--- src/rtl/kf6845_light_pen.sv ---
// KF6845 light-pen capture: synchronizes LPSTB, latches a delayed MA on its
// rising edge and presents the captured address on the R16/R17 read path.
module kf6845_light_pen #(
    parameter int SYNC_STAGES = 2,
    parameter int MA_DELAY    = 2,
    parameter int LOCK_FIRST  = 1
) (
    input  logic        clock,
    input  logic        reset_n,
    input  logic        video_clock_enable,
    input  logic        LPSTB,
    input  logic [13:0] MA,
    input  logic        read_light_pen_h_register,
    input  logic        read_light_pen_l_register,
    output logic [7:0]  internal_data_bus_out,
    output logic        light_pen_strobe_flag
);

    logic [SYNC_STAGES-1:0] sync_q, sync_d;
    logic                   prev_q;
    logic                   rd_l_q;
    logic [13:0]            addr_q, addr_d;
    logic                   flag_q, flag_d;
    logic [13:0]            tap;
    logic                   lp_edge;
    logic                   rd_clear;

    assign sync_d   = {sync_q[SYNC_STAGES-2:0], LPSTB};
    assign lp_edge  = sync_q[SYNC_STAGES-1] & ~prev_q;
    assign rd_clear = rd_l_q & ~read_light_pen_l_register;

    always_ff @(posedge clock or negedge reset_n) begin
        if (!reset_n) begin
            sync_q <= '0;
            prev_q <= 1'b0;
            rd_l_q <= 1'b0;
        end else begin
            sync_q <= sync_d;
            prev_q <= sync_q[SYNC_STAGES-1];
            rd_l_q <= read_light_pen_l_register;
        end
    end

    // MA history advances on character clocks only, so the tap is MA_DELAY characters old.
    generate
        if (MA_DELAY == 0) begin : g_live
            assign tap = MA;
        end else begin : g_pipe
            logic [13:0] pipe_q [MA_DELAY];

            always_ff @(posedge clock or negedge reset_n) begin
                if (!reset_n) begin
                    for (int i = 0; i < MA_DELAY; i++) pipe_q[i] <= '0;
                end else if (video_clock_enable) begin
                    pipe_q[0] <= MA;
                    for (int i = 1; i < MA_DELAY; i++) pipe_q[i] <= pipe_q[i-1];
                end
            end

            assign tap = pipe_q[MA_DELAY-1];
        end
    endgenerate

    // A clear on the capture edge means the held value was consumed, so the new strobe may overwrite it.
    always_comb begin
        addr_d = addr_q;
        flag_d = flag_q;
        if (lp_edge) begin
            if (!flag_q || (LOCK_FIRST == 0) || rd_clear) addr_d = tap;
            flag_d = 1'b1;
        end else if (rd_clear) begin
            flag_d = 1'b0;
        end
    end

    always_ff @(posedge clock or negedge reset_n) begin
        if (!reset_n) begin
            addr_q <= 14'h0;
            flag_q <= 1'b0;
        end else begin
            addr_q <= addr_d;
            flag_q <= flag_d;
        end
    end

    always_comb begin
        internal_data_bus_out = 8'hFF;
        if (read_light_pen_h_register)      internal_data_bus_out = {2'b00, addr_q[13:8]};
        else if (read_light_pen_l_register) internal_data_bus_out = addr_q[7:0];
    end

    assign light_pen_strobe_flag = flag_q;

endmodule

--- config.mk ---
export PLATFORM = sky130hd
export DESIGN_NAME = kf6845_light_pen
export DESIGN_NICKNAME = d
export VERILOG_FILES = /design/src/rtl/kf6845_light_pen.sv
export SDC_FILE = /design/constraint.sdc
export NUM_CORES = 1
export LEC_CHECK = 0
export CORE_ASPECT_RATIO = 1.1
export CORE_MARGIN = 4
export CORE_UTILIZATION = 52
export DETAILED_ROUTE_END_ITERATION = 10
export GPL_TIMING_DRIVEN = 0
export PLACE_DENSITY = 0.77
export SYNTH_ARGS = -nofsm -noshare
export SYNTH_HDL_FRONTEND = slang
export SYNTH_SLANG_ARGS = --single-unit
export TNS_END_PERCENT = 5
--- constraint.sdc ---
create_clock -name clock -period 1.8 [get_ports clock]
set_input_delay 0.18 -clock clock [delete_from_list [all_inputs] [get_ports clock]]
set_output_delay 0.18 -clock clock [all_outputs]
set_load 0.01 [all_outputs]
==> impl_metrics.yaml, run 1 <==
setup_path:
  path_buf_inv: 2
  worst_setup_path_start_kind: "input port"
  reg2reg_depth: 4
  cpPeakStageDelay_ns: 0.57
  required_ns: 1.62
  path_max_fanout: 6
  critPathKind: "in -> out"
  critPathTopFamily: "buffers and inverters"
  cp-end-kind: "output port"
  crit_slowest_cell: "clkdlybuf4s50_1"
  crit_path_cell_trace: "dlygate4sd2_1, or2b_1, nor2_1, a21oi_1, clkdlybuf4s50_1"
  crit_arrival_ns: 1.54
  crit_cells: 5
sta:
  slew_violations: 0
  finalSetupTns_ns: 0
  fin_crit_sh_pct: 95.8
  finalSetupViolCount: 0
  slew_headroom_pct: 75.6
  maxClockFrequency_mhz: 580
  rsz0062_at_grt: "no"
  timing.final.hold_violations: 0
  tightestPinTransition_ns: 0.366
  period_needed_ns: 1.72
  clock_skew_ns: 0.00555
synth:
  yosysWarnings: 0
  synth_cell_types: 15
  ys_ff_latch: 47
  synth.avg_cell_area_um2: 15.3
  seq_area_frac_synth_pct: 62.8
  synthCells: 122
  synth_nets: 142
  syn_area_mm2: 0.00187
floorplanning:
  coreArea_mm2: 0.00341
  die-area_mm2: 0.00462
  die_y_um: 70.9
  rows: 22
  start_util_pct: 54.8
  dieWidth_um: 65.2
  pin_count: 29
cts:
  post-cts-setup-buffers: 0
  h-tree-depth: 2
  path_clk_slew_ns: 0.11
  clock_latency_ns: 0.34
  clkSinkCount: 47
  cts_root_buffer: "clkbuf_4"
  clockBufferDepth: 2
  cts_tree: "yes"
  numCtsBuffers: 5
min_path:
  holdPathStages: 1
  worstHoldPathType: "in -> reg"
detailed_routing:
  wire_per_inst_um: 15.1
  routed_via_density: 5.09
  first_iter_violations: 42
  wirelength_um: 3080
  dr.pass1.iters: 2
  antenna_left: 0
  drc: 0
  vias: 1039
layout:
  drive_gt1_share_pct: 35.9
  finalInstanceArea_mm2: 0.00226
  nets: 177
  fin_cells: 204
  layout_common_cells: "47 x dfrtp_1, 32 x mux2_2, 24 x clkdlybuf4s50_1"
  num_antenna_cells: 0
  finish.utilization_pct: 66.2
  areaGrowthSynthToFinish_pct: 20.7
  final_common_cell: "dfrtp_1"
global_route:
  overflow: 0
  grt_max_degree: 33
  grt_pass1_vias: 1171
  grt_pass1_wl_um: 5620
  grtUsageTotal_pct: 16.2
  antenna_found_initial: 0
place:
  placed_cell_area_mm2: 0.00221
  place_inst: 197
  hpwl_um: 2330
  gp_congestion: 0.751
  port_buffers: 26
status:
  status: "completed"
job:
  drv_cap: 0
pwr:
  vdd_drop_max_uv: 696
  fin_total_pwr_mw: 2.28
  p_leak_nw: 0.999
  pwr_density_cell_mw_per_mm2: 1010
## repair_timing
| action | in CTS | in global routing |
|---|---|---|
| resized for setup | 1 | 2 |
| hold buffers | 1 | 0 |
| hold endpoints to repair | 15 | 0 |
| setup endpoints to repair | 5 | 4 |
## power by group
part,internal [mW],switching (mW)
sequential,1.24,0.105
clock,0.139,0.285
combinational,0.329,0.172
total,1.71,0.563
## path summary, 6_finish.rpt
path	from	to	slack [ns]
setup / recovery	read_light_pen_l_register	internal_data_bus_out[2]	0.08
hold / removal	read_light_pen_l_register	rd_l_q$_DFF_PN0_	0.21
setup reg to reg	prev_q$_DFF_PN0_	addr_q[8]$_DFFE_PN0P_	0.41
hold reg to reg	sync_q[0]$_DFF_PN0_	sync_q[1]$_DFF_PN0_	0.36
max in group asynchronous	reset_n	g_pipe.pipe_q[15]$_DFFE_PN0P_	1.04
min in group asynchronous	reset_n	tap[6]$_DFFE_PN0P_	0.28
## per-layer routing
layer | global-route usage, % | share of wire [%] | wire, µm | up-vias
li1 | - | - | - | 482
met1 | 19.1 | 40 | 1230 | 529
met2 | 28.0 | 54 | 1650 | 22
met3 | 5.08 | 4.7 | 145 | 6
met4 | 5.53 | 1.6 | 48 | 0
met5 | 0 | 0 | 0 | -
## logic make-up after synthesis
| family | Yosys count | synth area share [%] |
|---|---|---|
| AO/OA/AOI/OAI | 9 | 3.01 |
| buffers and inverters | 12 | 3.48 |
| flip-flops | 47 | 62.8 |
| multiplexers | 42 | 27.3 |
| AND/OR/NAND/NOR | 12 | 3.41 |
## sequential cells by signal, summed over array words and instances, names as in the netlist
register and cells:
light_pen_strobe_flag 1, prev_q 1, rd_l_q 1, addr_q 14, g_pipe.pipe_q 14, sync_q 2, tap 14
## final cells by class
| type | count | area [µm²] |
|---|---|---|
| buffer | 5 | 40.0 |
| clock buffer | 6 | 41.3 |
| fill | 300 | 1150 |
| inverter | 7 | 26.3 |
| multi-input combinational | 63 | 631 |
| sequential | 47 | 1180 |
| tap | 48 | 60.1 |
| timing repair buffer | 28 | 284 |
## stage by stage
step	setup WS, ns	hold WS, ns
finish	0.0751	0.215
global route	0.0000306	0.195
global placement	-0.590	0.334
detailed placement	-0.204	0.113
CTS	0.0496	0.194
floorplan	0.508	-0.116
## synth_stat cells
master | instances | area [µm²]
a21oi_1 | 8 | 40.0
a21oi_4 | 1 | 16.3
buf_12 | 1 | 20.0
buf_2 | 3 | 15.0
clkbuf_1 | 1 | 3.75
dfrtp_1 | 47 | 1180
inv_1 | 7 | 26.3
mux2_2 | 32 | 360
mux2_4 | 10 | 150
nand2_1 | 2 | 7.51
nand2b_1 | 1 | 6.26
nand2b_4 | 1 | 13.8
nor2_1 | 6 | 22.5
nor2b_1 | 1 | 6.26
or2b_1 | 1 | 7.51
Note: power is estimated with default switching activity, not from simulation.
==> run 2: changes to the inputs <==
==> constraint.sdc (replaced) <==
create_clock -name clock -period 1.95 [get_ports clock]
set_input_delay 0.195 -clock clock [delete_from_list [all_inputs] [get_ports clock]]
set_output_delay 0.195 -clock clock [all_outputs]
set_load 0.01 [all_outputs]
==> run 2 against run 1 <==
Against the previous run:
- hold slack improved by 0.015 ns
- final cell count unchanged
- sequential share of layout area about the same
- register-to-register slack improved by 0.15 ns
- via count unchanged
- non-clock buffer count unchanged
- die area unchanged
- clock-buffer cell count unchanged
- critical path type unchanged
- largest power group unchanged
- highest routed layer unchanged
==> impl_metrics.yaml, run 2 (synthesis results as in run 1) <==
cts:
  h-tree-depth: 2
  clkSinkCount: 47
  clock_latency_ns: 0.34
  clockBufferDepth: 2
  path_clk_slew_ns: 0.11
  cts_root_buffer: "clkbuf_4"
  numCtsBuffers: 5
  post-cts-setup-buffers: 0
  cts_tree: "yes"
min_path:
  worstHoldPathType: "in -> reg"
  holdPathEnd: "rd_l_q$_DFF_PN0_"
  hp-start: "read_light_pen_l_register"
  holdPathStages: 1
sta:
  maxClockFrequency_mhz: 565
  slew_violations: 0
  period_needed_ns: 1.77
  finalSetupViolCount: 0
  worst_slack_ns: 0.179
  timing.final.hold_violations: 0
  clock_skew_ns: 0.00555
  rsz0062_at_grt: "no"
  tightestPinTransition_ns: 0.446
  whs_ns: 0.230
  slew_headroom_pct: 70.3
  fin_crit_sh_pct: 90.8
  finalSetupTns_ns: 0
setup_path:
  reg2reg_depth: 4
  required_ns: 1.75
  cpPeakStageDelay_ns: 0.57
  crit_arrival_ns: 1.58
  r2r_setup_slack_ns: 0.56
  crit_slowest_cell: "clkdlybuf4s50_1"
  crit_cells: 5
  r2r-end: "addr_q[8]$_DFFE_PN0P_"
  path_buf_inv: 2
  worstReg2RegStart: "prev_q$_DFF_PN0_"
  critPathKind: "in -> out"
  path_max_fanout: 10
  critPathTopFamily: "buffers and inverters"
  worst_setup_path_start_kind: "input port"
  crit_path_cell_trace: "clkbuf_1, or2b_1, nor2_1, a21oi_1, clkdlybuf4s50_1"
  cp-end-kind: "output port"
detailed_routing:
  antenna_left: 0
  drc: 0
  vias: 1039
  wire_per_inst_um: 15.1
  wirelength_um: 3070
  first_iter_violations: 43
  dr.pass1.iters: 2
  routed_via_density: 5.09
layout:
  fin_cells: 204
  nets: 177
  num_antenna_cells: 0
  areaGrowthSynthToFinish_pct: 20.6
  final_common_cell: "dfrtp_1"
  layout_common_cells: "47 x dfrtp_1, 32 x mux2_2, 24 x clkdlybuf4s50_1"
  finish.utilization_pct: 66.1
  drive_gt1_share_pct: 35.3
floorplanning:
  dieWidth_um: 65.2
  die-area_mm2: 0.00462
  die_y_um: 70.9
  pin_count: 29
  coreArea_mm2: 0.00341
  start_util_pct: 54.8
  rows: 22
pwr:
  pwr_density_cell_mw_per_mm2: 930
  vdd_drop_max_uv: 643
  p_leak_nw: 0.996
global_route:
  grt_max_degree: 33
  overflow: 0
  grt_pass1_vias: 1171
  grtUsageTotal_pct: 16.2
  grt_pass1_wl_um: 5620
  antenna_found_initial: 0
place:
  pre_cts_ws_ns: -0.0837
  gp_congestion: 0.751
  hpwl_um: 2330
  place_inst: 197
  port_buffers: 26
status:
  status: "completed"
job:
  drv_cap: 0
run 2: cell counts in the layout (fill, tap and decap cells not counted):
No cell type changed its count.
run 2: final cells by class:
type / count / area, µm²
fill: 300 / 1160
clock buffer: 6 / 41.3
sequential: 47 / 1180
tap: 48 / 60.1
buffer: 5 / 38.8
inverter: 7 / 26.3
multi-input combinational: 63 / 631
timing repair buffer: 28 / 284
run 2: worst max-delay path by stage:
stage	from	end	slack [ns]
floorplan	prev_q$_DFF_PN0_	addr_q[0]$_DFFE_PN0P_	0.66
finish	read_light_pen_h_register	internal_data_bus_out[2]	0.18
CTS	read_light_pen_h_register	internal_data_bus_out[2]	0.17
detailed placement	read_light_pen_l_register	internal_data_bus_out[2]	-0.08
global placement	reset_n	g_pipe.pipe_q[24]$_DFFE_PN0P_	-0.46
global route	read_light_pen_h_register	internal_data_bus_out[2]	0.09
run 2: metrics by stage:
stage | power [mW] | area (µm²)
detailed placement | 1.74 | 2210
global route | 2.24 | 2260
CTS | 2.14 | 2260
finish | 2.10 | 2260
floorplan | 1.53 | 1870
global placement | 1.70 | 2190
run 2: timing repair:
item,in CTS,in global routing
endpoints found under the setup margin,5,0
resized for setup,1,0
hold buffers,1,0
hold endpoints to repair,15,0
run 2: per-layer routing:
layer  up-vias  global-route usage (%)  share of wire, %
li1        482                       -                 -
met4         0                    5.53               1.6
met1       529                    19.1                40
met2        22                    28.0                54
met5         -                       0                 0
met3         6                    5.08               4.7
run 2: report_power, final:
| part | internal (mW) | switching [mW] |
|---|---|---|
| Combinational | 0.303 | 0.159 |
| Sequential | 1.15 | 0.0971 |
| Clock | 0.129 | 0.263 |
| Total | 1.58 | 0.520 |
==> run 3: changes to the inputs <==
--- a/config.mk
+++ b/config.mk
@@ -5,6 +5,7 @@
 export SDC_FILE = /design/constraint.sdc
 export NUM_CORES = 1
 export LEC_CHECK = 0
+export ABC_CLOCK_PERIOD_IN_PS = 1950
 export CORE_ASPECT_RATIO = 1.1
 export CORE_MARGIN = 4
 export CORE_UTILIZATION = 52
==> results of run 3 <==
The final DEF is identical to that of run 2; final timing and power are the same.
